--- src/rtl/mbist_march_ctrl.sv ---
// March C- MBIST controller with internal address sequencing and in-block compare.
// Define MBIST_DIAG_EN to run to completion and count miscompares instead of stopping.
module mbist_march_ctrl #(
    parameter int            AW         = 4,
    parameter int            DW         = 8,
    parameter int            DEPTH      = 2 ** AW,
    parameter int            RD_LAT     = 1,
    parameter logic [DW-1:0] BACKGROUND = {DW{1'b0}},
    parameter int            CW         = 8
) (
    input  logic          clk,
    input  logic          rst,
    input  logic          start,
    input  logic [DW-1:0] mem_rdata,
    output logic [AW-1:0] mem_addr,
    output logic [DW-1:0] mem_wdata,
    output logic          mem_we,
    output logic          mem_re,
    output logic          busy,
    output logic          done,
    output logic          fail,
    output logic [AW-1:0] fail_addr,
    output logic [2:0]    fail_elem,
    output logic [CW-1:0] fail_count
);

    typedef enum logic [1:0] {IDLE, RUN, DRAIN} state_t;

    localparam logic [AW-1:0] LAST  = AW'(DEPTH - 1);
    localparam int            LW    = (RD_LAT > 1) ? $clog2(RD_LAT) : 1;
    localparam logic [LW-1:0] DLAST = LW'(RD_LAT - 1);

    state_t        state;
    logic [2:0]    elem;
    logic          wr_ph;
    logic [LW-1:0] dcnt;

    logic          sr_vld  [RD_LAT];
    logic [DW-1:0] sr_exp  [RD_LAT];
    logic [AW-1:0] sr_addr [RD_LAT];
    logic [2:0]    sr_elem [RD_LAT];

    logic [2:0]    n_elem;
    logic [AW-1:0] n_addr;
    logic          n_wr;
    logic          n_end;
    logic [DW-1:0] n_data;
    logic          miss;

    // Reads of E2/E4 and writes of E1/E3 use the inverted background
    function automatic logic [DW-1:0] op_data(input logic [2:0] e, input logic w);
        logic inv;
        inv = w ? (e == 3'd1 || e == 3'd3) : (e == 3'd2 || e == 3'd4);
        return inv ? ~BACKGROUND : BACKGROUND;
    endfunction

    always_comb begin
        n_elem = elem;
        n_addr = mem_addr;
        n_wr   = 1'b0;
        n_end  = 1'b0;
        unique case (elem)
            3'd0: begin
                if (mem_addr == LAST) begin
                    n_elem = 3'd1;
                    n_addr = '0;
                end else begin
                    n_addr = mem_addr + 1'b1;
                    n_wr   = 1'b1;
                end
            end
            3'd1, 3'd2: begin
                if (!wr_ph) begin
                    n_wr = 1'b1;
                end else if (mem_addr == LAST) begin
                    n_elem = elem + 3'd1;
                    n_addr = (elem == 3'd1) ? '0 : LAST;
                end else begin
                    n_addr = mem_addr + 1'b1;
                end
            end
            3'd3, 3'd4: begin
                if (!wr_ph) begin
                    n_wr = 1'b1;
                end else if (mem_addr == '0) begin
                    n_elem = elem + 3'd1;
                    n_addr = (elem == 3'd3) ? LAST : '0;
                end else begin
                    n_addr = mem_addr - 1'b1;
                end
            end
            3'd5: begin
                if (mem_addr == LAST) n_end = 1'b1;
                else n_addr = mem_addr + 1'b1;
            end
            default: n_end = 1'b1;
        endcase
    end

    assign n_data = op_data(n_elem, n_wr);
    assign miss   = busy && sr_vld[RD_LAT-1] && (mem_rdata != sr_exp[RD_LAT-1]);

    always_ff @(posedge clk) begin
        if (!rst) begin
            state     <= IDLE;
            elem      <= '0;
            wr_ph     <= 1'b0;
            dcnt      <= '0;
            mem_addr  <= '0;
            mem_wdata <= '0;
            mem_we    <= 1'b0;
            mem_re    <= 1'b0;
            busy      <= 1'b0;
            done      <= 1'b0;
            fail      <= 1'b0;
            fail_addr <= '0;
            fail_elem <= '0;
`ifdef MBIST_DIAG_EN
            fail_count <= '0;
`endif
            for (int i = 0; i < RD_LAT; i++) begin
                sr_vld[i]  <= 1'b0;
                sr_exp[i]  <= '0;
                sr_addr[i] <= '0;
                sr_elem[i] <= '0;
            end
        end else begin
            // Expected-data pipeline follows the issued read by RD_LAT edges
            sr_vld[0]  <= mem_re;
            sr_exp[0]  <= mem_wdata;
            sr_addr[0] <= mem_addr;
            sr_elem[0] <= elem;
            for (int i = 1; i < RD_LAT; i++) begin
                sr_vld[i]  <= sr_vld[i-1];
                sr_exp[i]  <= sr_exp[i-1];
                sr_addr[i] <= sr_addr[i-1];
                sr_elem[i] <= sr_elem[i-1];
            end

            unique case (state)
                IDLE: begin
                    if (start) begin
                        state     <= RUN;
                        busy      <= 1'b1;
                        done      <= 1'b0;
                        fail      <= 1'b0;
                        fail_addr <= '0;
                        fail_elem <= '0;
`ifdef MBIST_DIAG_EN
                        fail_count <= '0;
`endif
                        elem      <= 3'd0;
                        wr_ph     <= 1'b1;
                        mem_addr  <= '0;
                        mem_wdata <= BACKGROUND;
                        mem_we    <= 1'b1;
                        mem_re    <= 1'b0;
                    end
                end
                RUN: begin
                    if (n_end) begin
                        state  <= DRAIN;
                        dcnt   <= '0;
                        mem_we <= 1'b0;
                        mem_re <= 1'b0;
                    end else begin
                        elem      <= n_elem;
                        mem_addr  <= n_addr;
                        wr_ph     <= n_wr;
                        mem_wdata <= n_data;
                        mem_we    <= n_wr;
                        mem_re    <= !n_wr;
                    end
                end
                DRAIN: begin
                    dcnt <= dcnt + 1'b1;
                    if (dcnt == DLAST) begin
                        state <= IDLE;
                        busy  <= 1'b0;
                        done  <= 1'b1;
                    end
                end
                default: state <= IDLE;
            endcase

            if (miss) begin
                if (!fail) begin
                    fail_addr <= sr_addr[RD_LAT-1];
                    fail_elem <= sr_elem[RD_LAT-1];
                end
                fail <= 1'b1;
`ifdef MBIST_DIAG_EN
                if (fail_count != {CW{1'b1}}) fail_count <= fail_count + 1'b1;
`else
                state  <= IDLE;
                busy   <= 1'b0;
                done   <= 1'b1;
                mem_we <= 1'b0;
                mem_re <= 1'b0;
                for (int i = 0; i < RD_LAT; i++) sr_vld[i] <= 1'b0;
`endif
            end
        end
    end

`ifndef MBIST_DIAG_EN
    assign fail_count = '0;
`endif

endmodule

--- config.mk ---
export PLATFORM = sky130hd
export DESIGN_NAME = mbist_march_ctrl
export DESIGN_NICKNAME = d
export VERILOG_FILES = /design/src/rtl/mbist_march_ctrl.sv
export SDC_FILE = /design/constraint.sdc
export NUM_CORES = 1
export LEC_CHECK = 0
export BUFFER_PORTS_ARGS = -buffer_cell sky130_fd_sc_hd__buf_2
export CELL_PAD_IN_SITES_DETAIL_PLACEMENT = 0
export CELL_PAD_IN_SITES_GLOBAL_PLACEMENT = 1
export CORE_UTILIZATION = 35
export CTS_BUF_LIST = sky130_fd_sc_hd__clkbuf_8
export DETAILED_ROUTE_END_ITERATION = 8
export PLACE_DENSITY = 0.79
export SLEW_MARGIN = 0
export SYNTH_ARGS = -nofsm -noshare
export SYNTH_HDL_FRONTEND = slang
export SYNTH_SLANG_ARGS = --single-unit
--- constraint.sdc ---
create_clock -name clk -period 4.9 [get_ports clk]
set_input_delay 0.98 -clock clk [delete_from_list [all_inputs] [get_ports clk]]
set_output_delay 0.98 -clock clk [all_outputs]
set_load 0.1 [all_outputs]
==> out/metrics.cfg <==
[layout]
finalCoreUtilization_pct = 39.81
areaGrowthSynthToFinish_pct = 9.023
mostFrequentLayoutCells = 34 x buf_2, 33 x dfxtp_1, 22 x nand2_1, 21 x a21oi_1, 14 x nor2_1
final_common_cell = buf_2
seq_area_um2 = 660.6
multi_input_area_um2 = 1134
drive_above_1_share_pct = 23.66
stdcell_area_um2 = 2192
nets = 280
fill_cells = 578
n_antenna_cell = 0

[logic_synthesis]
syn_inst = 240
ys_async_sr_fraction_pct = 0
yosysTopAreaCellShare_pct = 32.86
synth_top_cell_by_area = dfxtp_1
synth_edf_count = 0
ys_seq_area_share_pct = 32.86
synthDistinctLibCells = 61
synth_flop_cell = dfxtp_1
syn_area_um2 = 2011
synth_warnings = 0
synth_top_cells_by_area = dfxtp_1 33%, buf_4 6.7%, a21oi_1 5.2%, ha_1 5.0%, nand2_1 4.1%
synth_seq_cells = 33
syn_area_per_cell_um2 = 8.378

[sta]
rsz0062_at_grt = no
final.setup.tns_ps = 0
final-setup-viol-count = 0
fmaxAchievable_mhz = 374.2
finalCritPeriodShare_pct = 54.53
drv_slew = 0
hold_violations = 0
period_minus_slack_ps = 2672
finClkSkew_ps = 6.444

[drt]
route.detailed.drc = 0
initialDrtViolationCount = 68
drt_pass1_iterations = 4
drt_wl_total_um = 4464
ant_nets = 0
wl_per_cell_um = 13.37
vias = 1784
routed_via_density = 5.341

[hold_path]
hold_path.class = flip-flop to flip-flop

[clock_tree]
cts.sinks = 33
ctsResizeCount = 0
postCtsSetupRepairBufs = 0
numCtsBuffers = 5
clock_path_buffers = 2
clk_latency_ps = 290
h-tree-depth = 2
clkTransAtPathRegs_ps = 70
clock-root-buffer = clkbuf_8
cts-hold-fix-buffers = 0
cts_tree = built

[global_route]
grt.busiest_layer = met2
grt_use_met1_pct = 19.39
use_met3_pct = 3.529
grt_pass1_vias = 1543
met2_usage_pct = 24.07
grt-ovfl-total = 0
antenna_found_initial = 0
grt_max_degree = 20
grt_pass1_wl_um = 7196
grtUsageTotal_pct = 15.15

[power_and_ir_drop]
comb_power_share_pct = 15.9
powerDensity_nw_per_um2 = 256.8
seqPwrFrac_pct = 49.5
p_leak_nw = 0.9339
switching_share_pct = 31.15
power_switching_mw = 0.1753
p_int_mw = 0.3876
ir_drop_uv = 90.20
clkPwrFrac_pct = 34.6

[die]
ios = 43
die_y_um = 77.80
chipWidth_um = 77.80
die-area_um2 = 6052
initial_core_util_pct = 36.51
core_um2 = 5507
num_rows = 27

[critical_path]
crit_fanout = 14
cp-end-kind = flip-flop
critPathRequiredTime_ps = 5070
start_kind = flip-flop
cp_data_arrival_time_ps = 2840
critPathKind = flip-flop to flip-flop

[placement]
placed_area_um2 = 2110
place_hpwl_um = 3273
gp_congestion = 0.8494
io_buffers = 34

[outcome]
status = finished, final reports clean

[job]
drv_cap = 0

-- per-layer routing --
metal	wire [µm]	share of wire (%)	vias up
met5	0	0	-
met4	76	1.7	0
met3	306	6.9	9
met2	2062	46	61
met1	2019	45	835
li1	-	-	879
-- power by group through the flow --
stage	Clock [mW]	Sequential [mW]	Combinational, mW
2_1_floorplan	0	0.298	0.0674
3_3_place_gp	0	0.285	0.0885
3_5_place_dp	0	0.285	0.0893
4_1_cts	0.198	0.279	0.0896
5_1_grt	0.209	0.279	0.0939
6_report	0.195	0.279	0.0893
-- synthesized netlist by cell type (3+ instances only) --
cell,instances
a21oi_1,21
buf_2,3
buf_4,18
clkbuf_1,4
dfxtp_1,33
ha_1,8
inv_1,12
mux2i_1,5
nand2_1,22
nand2b_1,6
nand3_1,12
nand4_1,3
nor2_1,14
nor3_1,5
o21ai_0,6
o22ai_1,3
o31ai_1,3
or2_2,3
-- flip-flops by register name, summed over array words and instances, names as in the netlist --
| register | cells |
|---|---|
| busy | 1 |
| mem_we | 1 |
| state | 2 |
| sr_vld | 1 |
| done | 1 |
| mem_wdata | 1 |
| mem_addr | 4 |
| wr_ph | 1 |
| sr_elem | 3 |
| sr_exp | 1 |
| elem | 3 |
| fail_addr | 4 |
| sr_addr | 4 |
| fail | 1 |
| dcnt | 1 |
| mem_re | 1 |
| fail_elem | 3 |
-- worst max-delay path, cell delays in order (launching register included) --
cell	delay (ps)
dfxtp_1	620
inv_1	190
ha_1	380
nor2_2	190
nand3_2	180
o221a_2	400
nor2_4	160
a21oi_2	80
mux2_1	340
-- cells by family after synthesis --
kind of cell	Yosys count	synth area share [%]
flip-flops	33	32.86
XOR/XNOR	2	0.8713
other	1	0.1865
AND/OR/NAND/NOR	86	23.90
adder cells (fa/ha/maj)	8	4.978
AO/OA/AOI/OAI	61	20.97
buffers and inverters	41	12.07
multiplexers	8	4.169
-- layout make-up --
class / count / area share, %
flip-flops and latches: 33 / 30.14
clock inverters: 3 / 0.6279
inverters: 14 / 2.511
multi-input cells: 173 / 51.71
clock buffers: 5 / 3.139
well taps: 72 / 4.110
repair buffers: 34 / 7.763
-- metrics by stage --
| stage | hold WS, ps | setup slack (ps) | total power, mW | std cells |
|---|---|---|---|---|
| 6_report | 439.4 | 2228 | 0.5630 | 334 |
| 5_1_grt | 455.5 | 2085 | 0.5816 | 334 |
| 4_1_cts | 442.0 | 2248 | 0.5664 | 334 |
| 3_5_place_dp | 432.5 | 2272 | 0.3739 | 326 |
| 3_3_place_gp | 428.1 | 2296 | 0.3732 | 326 |
| 2_1_floorplan | 417.4 | 2129 | 0.3655 | 247 |
-- path summary, 6_finish.rpt --
kind | end | slack, ps | cells after the start | from
min reg2reg | fail_addr[1] | 440 | 2 | sr_addr[0][1]
max reg2reg | mem_addr[1] | 2230 | 8 | elem[2]
min | fail_addr[1] | 440 | 2 | sr_addr[0][1]
max | mem_addr[1] | 2230 | 8 | elem[2]
(Power assumes the default switching activity.)
